$ cat src/rtl/wb_stage.sv
// Writeback stage: holds the MEM/WB register, waits for load responses, extracts load data
// and drives the register file write port. Hung loads time out and raise a sticky flag.
module wb_stage #(
  parameter int unsigned XLEN           = 32,
  parameter int unsigned ADDR_WIDTH     = 5,
  parameter int unsigned TIMEOUT_CYCLES = 16
) (
  input  logic                  i_clk,
  input  logic                  i_rst,
  input  logic                  i_valid,
  input  logic [ADDR_WIDTH-1:0] i_rd,
  input  logic                  i_regWrite,
  input  logic                  i_isLoad,
  input  logic [2:0]            i_funct3,
  input  logic [XLEN-1:0]       i_result,
  input  logic                  i_dmemRspValid,
  input  logic [XLEN-1:0]       i_dmemRspData,
  output logic                  o_stall,
  output logic                  o_rfWrEn,
  output logic [ADDR_WIDTH-1:0] o_rfRdAddr,
  output logic [XLEN-1:0]       o_rfRdData,
  output logic                  o_retire,
  output logic                  o_loadFault,
  output logic                  o_loadTimeout
);

  localparam int unsigned CntW = $clog2(TIMEOUT_CYCLES);
  localparam logic [CntW-1:0] KLast = CntW'(TIMEOUT_CYCLES - 1);

  typedef enum logic [0:0] {StIdle, StWait} state_e;

  state_e                state_q;
  logic [CntW-1:0]       k_q;
  logic                  timeout_q;
  logic                  s_v_q;
  logic [ADDR_WIDTH-1:0] s_rd_q;
  logic                  s_regwrite_q;
  logic                  s_isload_q;
  logic [2:0]            s_funct3_q;
  logic [XLEN-1:0]       s_result_q;

  // Misaligned halfword/word or a funct3 that is not a defined load type.
  function automatic logic load_bad(input logic [2:0] f3, input logic [1:0] off);
    logic bad;
    case (f3)
      3'b000, 3'b100: bad = 1'b0;
      3'b001, 3'b101: bad = off[0];
      3'b010:         bad = (off != 2'b00);
      default:        bad = 1'b1;
    endcase
    return bad;
  endfunction

  logic            in_wait;
  logic            k_last;
  logic            rsp_take;
  logic            timeout_hit;
  logic            stall;
  logic            s_fault;
  logic            rd_nonzero;
  logic [1:0]      off;
  logic [XLEN-1:0] byte_word;
  logic [XLEN-1:0] half_word;
  logic [XLEN-1:0] load_data;

  always_comb begin
    in_wait     = (state_q == StWait);
    k_last      = (k_q == KLast);
    rsp_take    = in_wait && i_dmemRspValid;
    timeout_hit = in_wait && !i_dmemRspValid && k_last;
    stall       = in_wait && !i_dmemRspValid && !k_last;
    off         = s_result_q[1:0];
    s_fault     = s_v_q && s_isload_q && load_bad(s_funct3_q, off);
    rd_nonzero  = (s_rd_q != '0);
  end

  always_comb begin
    byte_word = i_dmemRspData >> {off, 3'b000};
    half_word = i_dmemRspData >> {off[1], 4'b0000};
    load_data = i_dmemRspData;
    unique case (s_funct3_q)
      3'b000:  load_data = {{(XLEN-8){byte_word[7]}}, byte_word[7:0]};
      3'b100:  load_data = {{(XLEN-8){1'b0}}, byte_word[7:0]};
      3'b001:  load_data = {{(XLEN-16){half_word[15]}}, half_word[15:0]};
      3'b101:  load_data = {{(XLEN-16){1'b0}}, half_word[15:0]};
      default: load_data = i_dmemRspData;
    endcase
  end

  always_comb begin
    o_stall       = stall;
    o_retire      = s_v_q && !stall;
    o_loadFault   = s_fault;
    o_loadTimeout = timeout_q;
    o_rfRdAddr    = s_v_q ? s_rd_q : '0;
    o_rfWrEn      = s_v_q && s_regwrite_q && rd_nonzero && (s_isload_q ? rsp_take : 1'b1);
    if (!s_v_q) begin
      o_rfRdData = '0;
    end else if (s_isload_q) begin
      o_rfRdData = load_data;
    end else begin
      o_rfRdData = s_result_q;
    end
  end

  always_ff @(posedge i_clk) begin
    if (i_rst) begin
      state_q      <= StIdle;
      k_q          <= '0;
      timeout_q    <= 1'b0;
      s_v_q        <= 1'b0;
      s_rd_q       <= '0;
      s_regwrite_q <= 1'b0;
      s_isload_q   <= 1'b0;
      s_funct3_q   <= '0;
      s_result_q   <= '0;
    end else begin
      if (timeout_hit) begin
        timeout_q <= 1'b1;
      end
      if (!stall) begin
        s_v_q        <= i_valid;
        s_rd_q       <= i_rd;
        s_regwrite_q <= i_regWrite;
        s_isload_q   <= i_isLoad;
        s_funct3_q   <= i_funct3;
        s_result_q   <= i_result;
        k_q          <= '0;
        // Only well-formed loads wait; faulted ones complete in their first cycle.
        if (i_valid && i_isLoad && !load_bad(i_funct3, i_result[1:0])) begin
          state_q <= StWait;
        end else begin
          state_q <= StIdle;
        end
      end else begin
        k_q <= k_q + CntW'(1);
      end
    end
  end

endmodule

$ cat config.mk
export PLATFORM = sky130hd
export DESIGN_NAME = wb_stage
export DESIGN_NICKNAME = d
export VERILOG_FILES = /design/src/rtl/wb_stage.sv
export SDC_FILE = /design/constraint.sdc
export NUM_CORES = 1
export LEC_CHECK = 0
export CAP_MARGIN = 20
export CELL_PAD_IN_SITES_DETAIL_PLACEMENT = 0
export CELL_PAD_IN_SITES_GLOBAL_PLACEMENT = 1
export CORE_MARGIN = 3
export CORE_UTILIZATION = 32
export CTS_BUF_LIST = sky130_fd_sc_hd__clkbuf_8
export CTS_CLUSTER_DIAMETER = 80
export DETAILED_ROUTE_END_ITERATION = 8
export GPL_ROUTABILITY_DRIVEN = 0
export PLACE_DENSITY_LB_ADDON = 0.1
export SETUP_SLACK_MARGIN = 0.5
export SLEW_MARGIN = 20
export SYNTH_ARGS = -nofsm -noshare
export SYNTH_HDL_FRONTEND = slang
export SYNTH_SLANG_ARGS = --single-unit
$ cat constraint.sdc
create_clock -name i_clk -period 3.4 [get_ports i_clk]
set_input_delay 0.68 -clock i_clk [delete_from_list [all_inputs] [get_ports i_clk]]
set_output_delay 0.68 -clock i_clk [all_outputs]
set_load 0.005 [all_outputs]
### Word-level counts from Yosys, hierarchy flattened

Cells that the tools add are included.

| cells by class | value |
|---|---|
| add/sub/neg operators | 1 |
| multiply operators | 0 |
| divide/modulo/power cells | 0 |
| magnitude comparators | 0 |
| equality and inequality tests | 9 |
| shift operators | 2 |
| muxes and demuxes | 10 |
| bitwise gates (word level) | 1 |
| reduce and logical (&&, ||, !) cells | 26 |

Operator list:

| operator | count |
|---|---|
| one-hot mux 32 bit (4 select lines) | 1 |
| 2-to-1 mux 32 bit | 2 |
| right shift 32 x 5 -> 16 bit | 1 |
| right shift 32 x 5 -> 8 bit | 1 |
| equality test 3 bit, second input constant | 4 |
| logical AND 1 bit | 12 |
| OR reduction 2 bit | 5 |
| equality test 3 x 1 -> 1 bit, second input constant | 2 |
| equality test 3 x 2 -> 1 bit, second input constant | 2 |
| zero test 3 bit | 2 |
| one-hot mux 1 bit (3 select lines) | 2 |
| 2-to-1 mux 5 bit | 1 |
| nonzero test 5 bit | 1 |
| adder 4 x 1 -> 4 bit, second input constant | 1 |
| equality test 4 bit, second input constant | 1 |
| zero test 1 bit | 4 |
| 2-to-1 mux 1 bit | 4 |
| nonzero test 2 bit | 2 |
| inverter 1 bit | 1 |

| storage, ports and cells | value |
|---|---|
| bits in registers | 49 |
| latch bits | 0 |
| RAM bits | 0 |
| memory bits (read-only) | 0 |
| input bits | 78 |
| output and inout port bits | 42 |
| memories | 0 |

### Longest topological paths before layout

Gate-level depths: netlist (run 1).

| depth | value |
|---|---|
| depth after elaboration | 8 |
| mapped depth | 7 |
| mapped depth without buffers | 6 |

### Worst setup path before layout (run 1)

Ideal clock, no wire load.

| timing path | value |
|---|---|
| kind | input to output |
| start | in i_dmemRspData[31] |
| end | out o_rfRdData[21] |
| data arrival time | 1.638 ns |
| required time | 2.720 ns |
| path slack | 1.082 ns |
| cell stages on the path | 5 |
| buffers on the path | 1 |
| path through | mux2i_1 > nor3_1 > o311ai_4 > buf_6 > o21ai_2 |

| between the ends | value |
|---|---|
| word-level cells in the longest chain between the ends | 4 |
| elaborated cells between the ends (all ways) | 5 |
| those cells by class | 2 x shift; 3 x mux |

Ends and longest elaborated chain:

| item | line | text |
|---|---|---|
| from (decl) | 17 | `input logic [XLEN-1:0] i_dmemRspData,` |
| right shift 32 x 5 -> 16 bit or right shift 32 x 5 -> 8 bit (tied branches) | 79, 78 |  |
| one-hot mux 32 bit (4 select lines) * | 81 | `unique case (s_funct3_q)` |
| 2-to-1 mux 32 bit * | 99 | `end else if (s_isload_q) begin` |
| 2-to-1 mux 32 bit * | 97 | `if (!s_v_q) begin` |
| to (decl) | 21 | `output logic [XLEN-1:0] o_rfRdData,` |

Mark *: on every way between the ends. The rest lies on a longest branch, timed or not.

### Worst setup path in the final report (run 1)

| timing path | value |
|---|---|
| start | in i_dmemRspData[13] |
| end | out o_rfRdData[5] |

| between the ends | value |
|---|---|
| word-level cells in the longest chain between the ends | 4 |

Ends and longest elaborated chain:

| item | line | text |
|---|---|---|
| right shift 32 x 5 -> 8 bit | 78 | `byte_word = i_dmemRspData >> {off, 3'b000};` |
| one-hot mux 32 bit (4 select lines) | 81 |  |
| 2-to-1 mux 32 bit | 99 |  |
| 2-to-1 mux 32 bit | 97 |  |

No other way between the ends.

==> results.md, run 1 <==
* Outcome: completed
* WS Path Type: in2out
* Row cnt at 33
* CTS root buf: clkbuf_8
* Place WS at 0.0127 ns
* Post-synth EDFFs at 0
* Worst setup SP type: input port
* Setup ws final at 0.547 ns
* Internal at 1.01 mW
* GR Overflow Total at 0
* Synthesized flop and latch total at 49
* Final Cell Area at 4380 um^2
* Syn_area_per_cell at 7.28 um^2
* CP max FO at 3
* Hold buffers post-CTS at 0
* Fin Setup TNS at 0 ns
* I/O Buffers at 119
* Clock tree from TritonCTS: built
* NetSw at 0.377 mW
* WP data required at 2.72 ns
* Mapped Nets at 462
* Post-synth top flop: dfxtp_1
* Slew headroom at 35.2%
* Clock sink count at 49
* Fin crit share at 83.9%
* Hold WC Path Type: reg2reg
* Number of global-route vias before repair at 3195
* Final ANT Viol Nets at 0
* IO Count at 120
* Drt drc at 0
* Worst Tran Pin Value at 0.972 ns
* Reg clk slew, reported paths at 0.09 ns
* Synth top area cells: dfxtp_1 (35%), nand2_1 (15%), a21oi_1 (9.0%), nor2b_1 (4.3%), mux2i_1 (3.2%)
* Final Total Pwr at 1.39 mW
* CORE AREA at 8340 um^2
* Starting Density at 33.4%
* CTS H-Tree Depth at 2
* Peak supply drop at 0.000167 V
* Synth warnings at 0
* Die X at 99.3 um
* Antenna cell count at 0
* Drt first pass iters at 4
* CP endpoint kind: output pin
* Power per Cell Area at 316 nW/um^2
* Highest Clock Rate at 351 MHz
* Die ar. at 9870 um^2
* Top-area cell type share of the netlist area at 35.2%
* Largest area contributor in the netlist: dfxtp_1
* Max-cap violation count at 0
* RSZ-0062 raised after global routing: false
* Inserted Clock Buffers at 5
* Area Overhead vs Synth at 57.1%
* NumNets Final at 592
* Vias per inst at 5.14
* First-pass GRT wire length at 16400 um
* Reg power frac at 45.7%
* Wire per inst at 16.8 um
* Gate power share at 24.6%
* Crit path arrival time at 2.17 ns
* Seq/Total Area, Yosys at 35.2%
* Final Max Tran Viols at 0
* Clock share of power at 29.8%
* All-layer global routing usage at 20.7%
* Share of post-route cells with drive strength above 1 at 17.0%
* Final Hold Viols at 0
* Vias after detailed routing at 3176
* Later-pin clock latency in the skew report at 0.30 ns
* Post-synthesis async set-or-reset flop share at 0%
* Initial antenna violation count at 0
* Switching share of power at 27.2%
* Period minus WS final at 2.85 ns
* DPL Wire Length at 7340 um
* Post-DP Area at 4120 um^2
* Post-Synthesis Cells at 383
* Most frequent cells in the layout: nand2_1 (109), clkdlybuf4s50_1 (85), a21oi_1 (50)
* Post-Syn Area at 2790 um^2
* Endpoints failing setup at 0
* Drt initial violations at 152
* Vert. Die Dim at 99.3 um
* Clock skew at 0.00545 ns
* Pin count of the biggest net entering global routing at 50
* Commonest non-fill, non-tap cell in the layout: nand2_1
* Post-synth cell types at 42
* Longest Clk Path Bufs at 2
* LEAKAGE at 1.83 nW
* WL final at 10400 um
registers in the layout, summed over array words and instances, names as in the netlist:
signal	cells
o_loadTimeout	1
s_regwrite_q	1
k_q	4
s_funct3_q	3
s_result_q	32
in_wait	1
s_v_q	1
s_isload_q	1
s_rd_q	5
worst paths after layout:
kind | start | end | slack, ns | cells past startpoint
setup / recovery | i_dmemRspData[13] | o_rfRdData[5] | 0.55 | 5
hold / removal | s_result_q[4] | s_result_q[4] | 0.45 | 2
setup reg to reg | k_q[0] | s_result_q[19] | 1.76 | 7
hold reg to reg | s_result_q[4] | s_result_q[4] | 0.45 | 2
stage by stage:
step           utilization, %  hold WS (ns)  cells
2_1_floorplan               -         0.429    383
6_report                 52.5         0.450    618
3_5_place_dp             49.3         0.442    596
5_1_grt                  52.5         0.470    618
4_1_cts                  52.3         0.455    616
3_3_place_gp             49.3         0.435    596
critical path, stage by stage:
cell and delay, ns:
clkdlybuf4s50_1 0.51, nand3b_1 0.09, a32oi_1 0.23, a32o_1 0.17
clkdlybuf4s50_1 0.49
Yosys cell counts (2+ instances only):
master	number
a21oi_1	50
o22ai_1	13
o21ai_2	10
nor2b_1	19
buf_2	5
mux2i_1	9
nand2b_1	4
buf_6	2
a211oi_1	10
nor2_1	14
buf_1	3
nor3_1	6
dfxtp_1	49
clkbuf_1	17
nand3_1	3
and2_1	6
o21ai_0	11
nor3b_1	3
nand2_1	109
o221ai_1	2
inv_1	13
a221oi_1	5
repair_timing:
action	4_1_cts	5_1_grt
endpoints found under the setup margin	33	26
pin swaps	6	1
gates resized for setup	79	27
setup buffers	12	2
gates cloned	1	0
cell type report:
class	instances	area (um^2)
Clock buffer	5	68.8
Clock inverter	2	35.0
Fill cell	855	3960
Inverter	14	52.6
Multi-Input combinational cell	292	1710
Sequential cell	49	992
Tap cell	105	131
Timing Repair Buffer	151	1390
logic make-up (layout without fill, tap and decap cells):
group           after synthesis  count (layout)  share of synthesized area, %
xor+xnor                      2               2                         0.628
simple gates                168             168                          26.8
mux                          10              10                          4.17
fa+ha+maj                     1               1                         0.449
buf+inv                      42             172                          6.55
flops                        49              49                          35.2
compound gates              111             111                          26.2
per-layer routing:
layer,vias up,GRT usage (%),share of wire (%)
li1,1577,-,-
met2,115,34.0,46
met5,-,0,0
met4,0,5.46,1.6
met1,1470,27.3,45
met3,14,4.91,7.3
power by group through the flow:
stage / sequential (mW) / clock [mW] / combinational (mW)
after CTS: 0.632 / 0.427 / 0.336
after global routing: 0.637 / 0.445 / 0.367
final: 0.633 / 0.412 / 0.341
after detailed placement: 0.646 / 0 / 0.319
after floorplan: 0.632 / 0 / 0.144
after global placement: 0.646 / 0 / 0.319
No activity file was read; power rests on OpenSTA's default activity.
==> inputs of run 2 (changes only) <==
- CORE_UTILIZATION: 32 -> 27
- clock period: 3.4 -> 2.3 ns (I/O delays scaled with it)
==> run 2 against run 1 <==
The flow now finishes with violations (negative setup slack). Register-to-register slack worse by 1.0 ns. Flip-flop and latch count unchanged. Critical path depth increased by 4. Worst setup slack got worse by 0.78 ns. Hold slack gained 0.0044 ns. Cell count grew 13%. Wire length increased by 9.9%. Total power increased by 62%. First-iteration DRC count fell by 43%. Global-route usage shrank 1.1 points. Non-clock buffer count grew 49. Clock skew is 0.0041 ns higher. Highest routed layer unchanged.
==> results.md, run 2 (synthesis gave the netlist of run 1 again) <==
* Final core occ at 50.9%
* Final cell count without fillers at 696
* Crit path arrival time at 2.07 ns
* Slowest stage cell on the critical path: dfxtp_4
* DPL Wire Length at 8010 um
* Power per Cell Area at 446 nW/um^2
* Starting Density at 28.1%
* Die X at 108 um
* Slowest stage delay, CP at 0.44 ns
* Drt initial violations at 87
* Hold buffers post-CTS at 0
* Vias per inst at 4.77
* RSZ-0062 raised after global routing: true
* Longest Clk Path Bufs at 2
* Period minus WS final at 2.53 ns
* Cell family with most CP delay: buffers and inverters
* Violated checks: negative setup slack
* Largest register FFs at 32
* Inserted Clock Buffers at 5
* Max-cap violation count at 0
* Worst hold stages at 2
* I/O Buffers at 119
* WP data required at 1.84 ns
* Wire per inst at 16.4 um
* Fin crit share at 110%
* Placed Instances at 657
* Initial antenna violation count at 0
* CORE AREA at 9910 um^2
* LEAKAGE at 2.16 nW
* Row cnt at 36
* Hold path start: o_loadTimeout
* Final Max Tran Viols at 0
* Fill cells at 994
* Antenna cell count at 0
* Share of post-route cells with drive strength above 1 at 34.5%
* CP max FO at 5
* Reg-to-reg slack, setup at 0.72 ns
* Area Overhead vs Synth at 80.8%
* Worst flop-to-flop path endpoint: s_result_q[9]
* WL final at 11400 um
* CP Buf/Inv Count at 5
* Setup ws final at -0.232 ns
* Worst r2r src: k_q[1]
* First-pass GRT wire length at 17800 um
* Cells along the critical path: mux2i_4 -> buf_6 -> nor3b_2 -> buf_4 -> o41ai_4 -> buf_6 -> buf_6 -> a211oi_2 -> buf_2
* NumNets Final at 641
* IO Count at 120
* Worst setup SP type: flip-flop
* Clock tree from TritonCTS: built
* R2R depth at 9
* Post-DP Area at 4460 um^2
* Drt drc at 0
* Outcome: complete, but fails checks
* GR Overflow Total at 0
* Final Hold Viols at 0
* Place WS at -0.688 ns
* CTS H-Tree Depth at 2
* Die ar. at 11600 um^2
* Commonest non-fill, non-tap cell in the layout: nand2_1
* Hold WC Path Type: reg2reg
* Drt first pass iters at 4
* Highest Clock Rate at 395 MHz
* Vert. Die Dim at 108 um
* Min-Delay Endpoint: o_loadTimeout
* Final Cell Area at 5040 um^2
* WS Path Type: reg2out
* Vias after detailed routing at 3320
* Endpoints failing setup at 29
* Number of global-route vias before repair at 3309
* Peak supply drop at 0.000248 V
* Reg clk slew, reported paths at 0.10 ns
* CP endpoint kind: output pin
* Later-pin clock latency in the skew report at 0.31 ns
* Clock sink count at 49
* Cell mode on critical path: buf_6
* Final ANT Viol Nets at 0
* Slew headroom at 67.4%
* Clock skew at 0.00950 ns
* Worst Tran Pin Value at 0.490 ns
* Reg with most FFs: s_result_q
* Top flop regs: s_result_q x32, s_rd_q x5, k_q x4
* All-layer global routing usage at 19.6%
* CTS root buf: clkbuf_8
* Most frequent cells in the layout: nand2_1 (108), clkdlybuf4s50_1 (72), buf_4 (52)
* Pin count of the biggest net entering global routing at 50
[run 2: cell types whose count changed in the layout (fill, tap and decap cells not counted), sizes merged]
cell / previous run / this run
clkbuf: 11 / 12
clkinv: 2 / 1
buf: 41 / 114
clkdlybuf4s50: 85 / 72
inv: 13 / 15
dlymetal6s2s: 1 / 0
clkdlybuf4s15: 6 / 0
dlygate4sd2: 12 / 7
[run 2: routing by layer]
metal	up-vias	global-route usage [%]	part of all wire, %
met1	1542	25.1	43
met4	0	6.04	2.5
met5	-	0	0
met2	91	33.2	48
met3	19	4.02	5.7
li1	1668	-	-
[run 2: power by group]
| part | switching, mW | internal (mW) |
|---|---|---|
| logic | 0.269 | 0.371 |
| clock network | 0.342 | 0.333 |
| registers | 0.0385 | 0.893 |
[run 2: per-stage QoR]
| stage | power (mW) | TNS, ns | hold slack [ns] |
|---|---|---|---|
| 6_report | 2.25 | -4.75 | 0.455 |
| 5_1_grt | 2.36 | -6.94 | 0.477 |
| 4_1_cts | 2.24 | -4.77 | 0.459 |
| 3_5_place_dp | 1.49 | -16.23 | 0.441 |
| 3_3_place_gp | 1.49 | -15.19 | 0.440 |
| 2_1_floorplan | 1.15 | 0 | 0.429 |
[run 2: worst min-delay path: stages (launching register included)]
cell and delay, ns:
dfxtp_1 0.32, inv_1 0.04, a21oi_1 0.05
[run 2: how the worst max path moves through the flow]
| stage | from | to | slack (ns) | depth (start not counted) |
|---|---|---|---|---|
| after floorplan | s_result_q[0] | o_rfRdData[6] | 0.46 | 5 |
| after global placement | i_dmemRspData[15] | o_rfRdData[12] | -0.64 | 8 |
| after detailed placement | i_dmemRspData[23] | o_rfRdData[20] | -0.69 | 7 |
| after CTS | s_result_q[1] | o_rfRdData[14] | -0.22 | 8 |
| after global routing | s_result_q[1] | o_rfRdData[8] | -0.30 | 9 |
| final | s_result_q[1] | o_rfRdData[10] | -0.23 | 9 |
[run 2: cell type report]
cell class                      instances  area, um^2  area share, %
Sequential cell                        49        1000           19.9
Multi-Input combinational cell        292        1900           37.6
Clock inverter                          3        47.5          0.943
Timing Repair Buffer                  200        1810           35.9
Tap cell                              133         166           3.30
Clock buffer                            5        68.8           1.37
Inverter                               14        52.6           1.04
[run 2: repair_timing]
item,in CTS,in global routing
buffers inserted,22,7
endpoints found under the hold margin,0,0
endpoints found under the setup margin,41,40
gates resized for setup,234,18
cloned,1,1
pin swaps,40,14
==> inputs of run 3 (changes only) <==
- CORE_UTILIZATION: 27 -> 32
- clock period: 2.3 -> 3.1 ns (I/O delays scaled with it)
==> run 3 against run 2 <==
The flow now finishes without violations. Global-route usage grew 2.0 points. Design area shrank 9.6%. Core utilization grew 3.8 points. Clock power shrank 37%. Non-clock buffer count shrank 38. Clock skew grew 0.0034 ns.
==> results.md, run 3 (synthesis gave the netlist of run 1 again) <==
* NumNets Final at 603
* I/O Buffers at 119
* CTS root buf: clkbuf_8
* CP max FO at 7
* Gate power share at 26.4%
* Reg clk slew, reported paths at 0.11 ns
* Drt first pass iters at 4
* Cells along the critical path: buf_12 -> mux2i_4 -> nor4_2 -> buf_4 -> o311ai_4 -> buf_4 -> buf_6 -> buf_16 -> o21ai_2 -> buf_2
* Worst Tran Pin Value at 0.963 ns
* GRT Max-Usage Layer: met2
* Clock sink count at 49
* Setup ws final at 0.294 ns
* Drt initial violations at 169
* Antenna cell count at 0
* Met1 Use GR at 29.0%
* WP data required at 2.48 ns
* Clock share of power at 28.1%
* Vert. Die Dim at 99.3 um
* Fill cells at 837
* GR Overflow Total at 0
* Fin Setup TNS at 0 ns
* Vias after detailed routing at 3243
* Wire per inst at 17.2 um
* M3 GR Usage at 4.84%
* Commonest non-fill, non-tap cell in the layout: nand2_1
* WL final at 10800 um
* Internal at 1.07 mW
* Cell mode on critical path: buf_4
* Cell family with most CP delay: buffers and inverters
* Endpoints failing setup at 0
* Clock tree from TritonCTS: built
* Grt met2 use at 34.9%
* Reg with most FFs: s_result_q
* Longest Clk Path Bufs at 2
* Most frequent cells in the layout: nand2_1 (108), clkdlybuf4s50_1 (72), a21oi_1 (49)
* IO Count at 120
* Final ANT Viol Nets at 0
* Area Overhead vs Synth at 63.5%
* Die ar. at 9870 um^2
* Final cell count without fillers at 630
* Drt drc at 0
* Number of global-route vias before repair at 3220
* Period minus WS final at 2.81 ns
* Vias per inst at 5.15
* Power per Cell Area at 334 nW/um^2
* Final Max Tran Viols at 0
* Inserted Clock Buffers at 5
* Fin crit share at 90.5%
* Starting Density at 33.4%
* Share of post-route cells with drive strength above 1 at 25.9%
* Slowest stage delay, CP at 0.42 ns
* Peak supply drop at 0.000214 V
* First-pass GRT wire length at 16900 um
* CORE AREA at 8340 um^2
* RSZ-0062 raised after global routing: true
* WS Path Type: reg2out
* NetSw at 0.452 mW
* Worst setup SP type: flip-flop
* Later-pin clock latency in the skew report at 0.31 ns
* Initial antenna violation count at 0
* LEAKAGE at 1.94 nW
* Placed Instances at 600
* Die X at 99.3 um
* Outcome: completed
* Hold buffers post-CTS at 0
* Final Hold Viols at 0
* Slew headroom at 35.8%
* Clock skew at 0.0129 ns
* Crit path arrival time at 2.19 ns
* Top flop regs: s_result_q x32, s_rd_q x5, k_q x4
* Switching share of power at 29.7%
* CP endpoint kind: output pin
* All-layer global routing usage at 21.6%
* Reg power frac at 45.5%
* Row cnt at 33
* CP Buf/Inv Count at 6
* DPL Wire Length at 7380 um
* Highest Clock Rate at 356 MHz
* Hold WC Path Type: reg2reg
* Pin count of the biggest net entering global routing at 50
* Max-cap violation count at 0
* Place WS at -0.165 ns
* CTS H-Tree Depth at 2
* Largest register FFs at 32
* Slowest stage cell on the critical path: dfxtp_4
* Final hold slack at 0.455 ns
* Final core occ at 54.7%
==> run 3: path summary, 6_finish.rpt <==
check / startpoint / endpoint / slack [ns] / depth (start not counted)
hold / removal: s_result_q[26] / s_result_q[26] / 0.45 / 2
setup reg to reg: k_q[0] / s_result_q[22] / 1.48 / 7
setup / recovery: s_result_q[1] / o_rfRdData[23] / 0.29 / 10
hold reg to reg: s_result_q[26] / s_result_q[26] / 0.45 / 2
==> run 3: repair_timing <==
action,CTS,global route
gates resized for setup,163,34
cloned,1,0
pin swaps,19,13
setup endpoints to repair,33,34
buffers inserted,16,5
==> run 3: routing by layer <==
layer,up-vias,part of all wire (%)
met2,120,46
met3,13,6.9
met4,0,1.8
met1,1507,46
met5,-,0
li1,1603,-
==> run 3: worst register-to-register path, delay by kind of cell (launching register included) <==
family	cells	cell delay, ns
buf+inv	2	0.54
simple gates	3	0.31
fa+ha+maj	1	0.23
compound gates	1	0.14
flops	1	0.34
==> run 3: power groups by stage <==
stage / combinational (mW) / clock [mW] / sequential (mW)
2_1_floorplan: 0.158 / 0 / 0.694
3_3_place_gp: 0.358 / 0 / 0.704
3_5_place_dp: 0.359 / 0 / 0.704
4_1_cts: 0.386 / 0.437 / 0.690
5_1_grt: 0.432 / 0.464 / 0.697
6_report: 0.401 / 0.428 / 0.692
==> run 3: metrics by stage <==
stage               cell area, um^2  power (mW)
finish                         4560        1.52
global route                   4560        1.59
detailed placement             4150        1.06
floorplan                      2790       0.852
global placement               4150        1.06
CTS                            4440        1.51
==> run 3: cell type report <==
type	count	area (um^2)	area share, %
Multi-Input combinational cell	292	1800	39.6
Inverter	14	52.6	1.15
Clock inverter	2	17.5	0.384
Timing Repair Buffer	162	1480	32.4
Tap cell	105	131	2.88
Sequential cell	49	992	21.8
Clock buffer	6	82.6	1.81
